`src/rtl/sync_debounce_pkg.sv`:
```
// Shared helpers for the sync_debounce input conditioner.
package sync_debounce_pkg;

  // Bits needed to hold 0..n-1, never less than one.
  function automatic int min1_clog2(input int n);
    return (n <= 2) ? 1 : $clog2(n);
  endfunction

endpackage

```
`src/rtl/sync_debounce_ch.sv`:
```
// One channel of the conditioner: synchronizer chain, stability counter,
// registered debounced level and one-cycle update strobe.
module sync_debounce_ch #(
  parameter int   SYNC_STAGES  = 2,
  parameter int   STABLE_TICKS = 4,
  parameter int   CNT_W        = 2,
  parameter logic RST_BIT      = 1'b0
) (
  input  logic clk,
  input  logic rst_n,
  input  logic en,
  input  logic tick,
  input  logic din,
  output logic sync,
  output logic dbnc,
  output logic upd
);

  localparam logic [CNT_W-1:0] CNT_LAST = CNT_W'(STABLE_TICKS - 1);

  logic [SYNC_STAGES-1:0] chain;
  logic [CNT_W-1:0]       cnt;
  logic                   mism;

  // The chain ignores en so sync always tracks the pin.
  always_ff @(posedge clk or negedge rst_n) begin
    if (!rst_n) begin
      chain <= {SYNC_STAGES{RST_BIT}};
    end else begin
      chain <= {chain[SYNC_STAGES-2:0], din};
    end
  end

  assign sync = chain[SYNC_STAGES-1];
  assign mism = sync ^ dbnc;

  // Stability must be continuous: any agreeing cycle clears the count.
  always_ff @(posedge clk or negedge rst_n) begin
    if (!rst_n) begin
      cnt  <= '0;
      dbnc <= RST_BIT;
      upd  <= 1'b0;
    end else begin
      upd <= 1'b0;
      if (!en || !mism) begin
        cnt <= '0;
      end else if (tick) begin
        if (cnt == CNT_LAST) begin
          dbnc <= sync;
          cnt  <= '0;
          upd  <= 1'b1;
        end else begin
          cnt <= cnt + CNT_W'(1);
        end
      end
    end
  end

endmodule

```
`src/rtl/sync_debounce.sv`:
```
// Multi-channel synchronizer + debouncer feeding the edge detector:
// a shared tick prescaler and WIDTH independent channels.
module sync_debounce
  import sync_debounce_pkg::*;
#(
  parameter int               WIDTH        = 8,
  parameter int               SYNC_STAGES  = 2,
  parameter int               TICK_DIV     = 1,
  parameter int               STABLE_TICKS = 4,
  parameter logic [WIDTH-1:0] RST_VAL      = '0
) (
  input  logic             clk,
  input  logic             rst_n,
  input  logic             en,
  input  logic [WIDTH-1:0] din,
  output logic [WIDTH-1:0] dbnc_out,
  output logic [WIDTH-1:0] upd_pulse,
  output logic             busy
);

  localparam int CNT_W = min1_clog2(STABLE_TICKS);
  localparam int PW    = min1_clog2(TICK_DIV);
  localparam logic [PW-1:0] P_LAST = PW'(TICK_DIV - 1);

  if (SYNC_STAGES < 2 || SYNC_STAGES > 4 || TICK_DIV < 1 || STABLE_TICKS < 1) begin : g_bad_param
    $error("sync_debounce: illegal parameter combination");
  end

  logic [PW-1:0]    pcnt;
  logic             tick;
  logic [WIDTH-1:0] sync;

  // Prescaler restarts from zero whenever en drops.
  always_ff @(posedge clk or negedge rst_n) begin
    if (!rst_n) begin
      pcnt <= '0;
    end else if (!en || pcnt == P_LAST) begin
      pcnt <= '0;
    end else begin
      pcnt <= pcnt + PW'(1);
    end
  end

  assign tick = en && (pcnt == P_LAST);

  for (genvar i = 0; i < WIDTH; i++) begin : g_ch
    sync_debounce_ch #(
      .SYNC_STAGES (SYNC_STAGES),
      .STABLE_TICKS(STABLE_TICKS),
      .CNT_W       (CNT_W),
      .RST_BIT     (RST_VAL[i])
    ) u_ch (
      .clk  (clk),
      .rst_n(rst_n),
      .en   (en),
      .tick (tick),
      .din  (din[i]),
      .sync (sync[i]),
      .dbnc (dbnc_out[i]),
      .upd  (upd_pulse[i])
    );
  end

  assign busy = |(sync ^ dbnc_out);

endmodule

```
`config.mk`:
```
export PLATFORM = sky130hd
export DESIGN_NAME = sync_debounce
export DESIGN_NICKNAME = d
export VERILOG_FILES = /design/src/rtl/sync_debounce_pkg.sv /design/src/rtl/sync_debounce_ch.sv /design/src/rtl/sync_debounce.sv
export SDC_FILE = /design/constraint.sdc
export NUM_CORES = 1
export LEC_CHECK = 0
export CORE_ASPECT_RATIO = 1.5
export CORE_MARGIN = 2
export CORE_UTILIZATION = 55
export CTS_CLUSTER_SIZE = 30
export DETAILED_ROUTE_END_ITERATION = 6
export PLACE_DENSITY_LB_ADDON = 0.12
export SYNTH_ARGS = -nofsm -noshare
export SYNTH_HDL_FRONTEND = slang
export SYNTH_SLANG_ARGS = --single-unit
```
`constraint.sdc`:
```
create_clock -name clk -period 3.6 [get_ports clk]
set_input_delay 0.72 -clock clk [delete_from_list [all_inputs] [get_ports clk]]
set_output_delay 0.72 -clock clk [all_outputs]
set_load 0.005 [all_outputs]
```
==> metrics.txt <==
status completed; Min Hold Slack 0.353 ns; Mean Syn Cell Area 12.6 um^2; post-route design area 0.00231 mm^2; Hold EP g_ch[4].u_ch.chain[1]$_DFF_PN0_; Die Width 53.9 um; clock sinks 49; post-synthesis sequential area ratio 59.6%; Hold Path Class flop to flop; drt initial violations 17; CP Max Fanout 3; Final #Nets 196; setup tns final 0 ns; Synth Area in Compound Gates 1.95%; post-route insts no fill 221; Worst Path Arrival 1.81 ns; largest family of logic cells by synthesized area simple AND/OR/NAND/NOR gates; FMAX 394 MHz; post-layout util 63.9%; cell area after synthesis 0.00206 mm^2; Clock Skew 0.00300 ns; Pins Over Slew Limit 0; share of cells above drive strength 1 15.2%; Worst R2R Start pcnt$_DFF_PN0_; mux cell area share after synthesis 8.64%; Leakage 1.18 nW; All-Layer GR Usage 17.7%; Core Box Area 0.00361 mm^2; Distinct cells, synth 20; CP Class flop to output pin; simple-gate portion of the synthesized area 12.9%; Synth Area in Adders 4.87%; CTS tree yes; Max Root-Sink Buffers 2; DR vias/cell 5.00; # port buffers 27; R2R depth 4; largest net degree at the start of global routing 50; setup ws final 1.07 ns; flop2flop setup slack 2.05 ns; Ant. Diodes 0; Final ANT Viol Nets 0; Slew @ Worst Pin 1.04 ns; Syn. warnings 0; cts repair resizes 0; Initial DRT Pass Iterations 4; clk root buf clkbuf_8; total congestion overflow 0; overall power 985 uW; DR WL/cell 14.1 um; # IOs 28; time the worst path needs with I/O delays and setup 2.53 ns; CTS Buf Count 5; Peak supply drop 0.000337 V; Reg-to-Reg End g_ch[5].u_ch.dbnc$_DFFE_PN0P_; synth-to-layout area growth 12.4%; Total Wirelength 3.11 mm; worst relative slew slack 30.7%; commonest non-fill, non-tap cell in the layout dfrtp_1; Pwr Density 426 mW/mm^2; Area after DPL 0.00221 mm^2; first-pass GRT wire length 5.30 mm; Post-CTS Setup Bufs 0; Final Setup Violations 0; HP Start g_ch[4].u_ch.chain[0]$_DFF_PN0_; most frequent cells in the layout 49 x dfrtp_1, 26 x clkdlybuf4s50_1, 16 x nor2_1; Via Count 1106; MaxCap Viol Count 0; Die Area 0.00425 mm^2; Crit path required time 2.88 ns; vias in the first global route 1168; crit end category output pin; cell row count 27; clock latency at the later pin of the worst-skew pair 0.29 ns; H-tree Lvls 2; pre-CTS WS 1.20 ns; synthesized instance count 163; RSZ-0062 raised after global routing no; Hold Crit Depth 0; synthesis-stage register bit count 49; syn nets 182; Die H 78.9 um; placed cells 213; DR DRC count 0; period utilization 70.4%; antenna violations before repair 0; Clk pin slew, worst setup/hold paths 0.08 ns; Hold-fix buffers, CTS 0; DP Wirelength 2.21 mm; XOR/XNOR Fraction of Synth Area 3.41%; Initial Utilization 56.9%; final hold vios 0; startpoint types flop; global placement routability congestion 0.717
==> worst max-delay path: stages, from the launching register on <==
cell and delay, ns:
dfrtp_1 0.41, xor2_1 0.20, nor4_1 0.35, nand2_1 0.10, clkdlybuf4s50_1 0.45
==> power by group <==
group	total [mW]	internal [mW]	leakage, nW	switching [mW]
Clock	0.344	0.174	0.0542	0.170
Sequential	0.576	0.566	0.640	0.00973
Combinational	0.0652	0.0278	0.486	0.0374
Total	0.985	0.768	1.18	0.217
==> sequential cells by signal, indices dropped and copies added, names as in the netlist <==
signal / count
g_ch.u_ch.chain: 16
g_ch.u_ch.cnt: 16
pcnt: 1
g_ch.u_ch.upd: 8
g_ch.u_ch.dbnc: 8
==> layout make-up <==
class / instances / area [um^2]
clock buffer: 7 / 96.3
clock inverter: 1 / 5.00
fill: 280 / 1300
multi-input combinational: 93 / 657
sequential: 49 / 1230
tap: 43 / 53.8
timing repair buffer: 28 / 273
==> metal layers <==
| metal | global-route usage [%] | wire (um) |
|---|---|---|
| met1 | 21.1 | 1300 |
| met2 | 28.7 | 1600 |
| met3 | 5.08 | 150 |
| met4 | 8.46 | 61 |
| met5 | 0 | 0 |
==> synth_stat cells (all sizes together) <==
library cell,instances,share of area [%]
and3,8,2.9
conb,1,0.18
nand2,17,3.8
nor2b,1,0.67
mux2i,8,3.9
a21oi,8,1.9
dfrtp,49,60
ha,8,4.9
nor3,8,1.9
xor2,8,3.4
nor2,16,2.9
nor4,2,0.61
mux2,8,4.7
buf,21,8.4
==> worst max path at each step <==
stage                                   from                             to  slack (ns)  cells past startpoint
5_1_grt        g_ch[2].u_ch.dbnc$_DFFE_PN0P_                           busy        0.95                      4
3_3_place_gp                              en  g_ch[5].u_ch.dbnc$_DFFE_PN0P_        1.24                      4
3_5_place_dp                              en  g_ch[5].u_ch.dbnc$_DFFE_PN0P_        1.20                      4
6_report       g_ch[2].u_ch.dbnc$_DFFE_PN0P_                           busy        1.07                      4
2_1_floorplan  g_ch[7].u_ch.dbnc$_DFFE_PN0P_                           busy        1.98                      3
4_1_cts        g_ch[2].u_ch.dbnc$_DFFE_PN0P_                           busy        1.06                      4
==> cells by family (layout without fill, tap and decap cells) <==
group / Yosys count / count (layout)
mux: 16 / 16
xor+xnor: 8 / 8
flops: 49 / 49
simple gates: 52 / 52
compound gates: 8 / 8
fa+ha+maj: 8 / 8
buf+inv: 21 / 36
other cells: 1 / 1
Note: power is estimated with default switching activity, not from simulation.
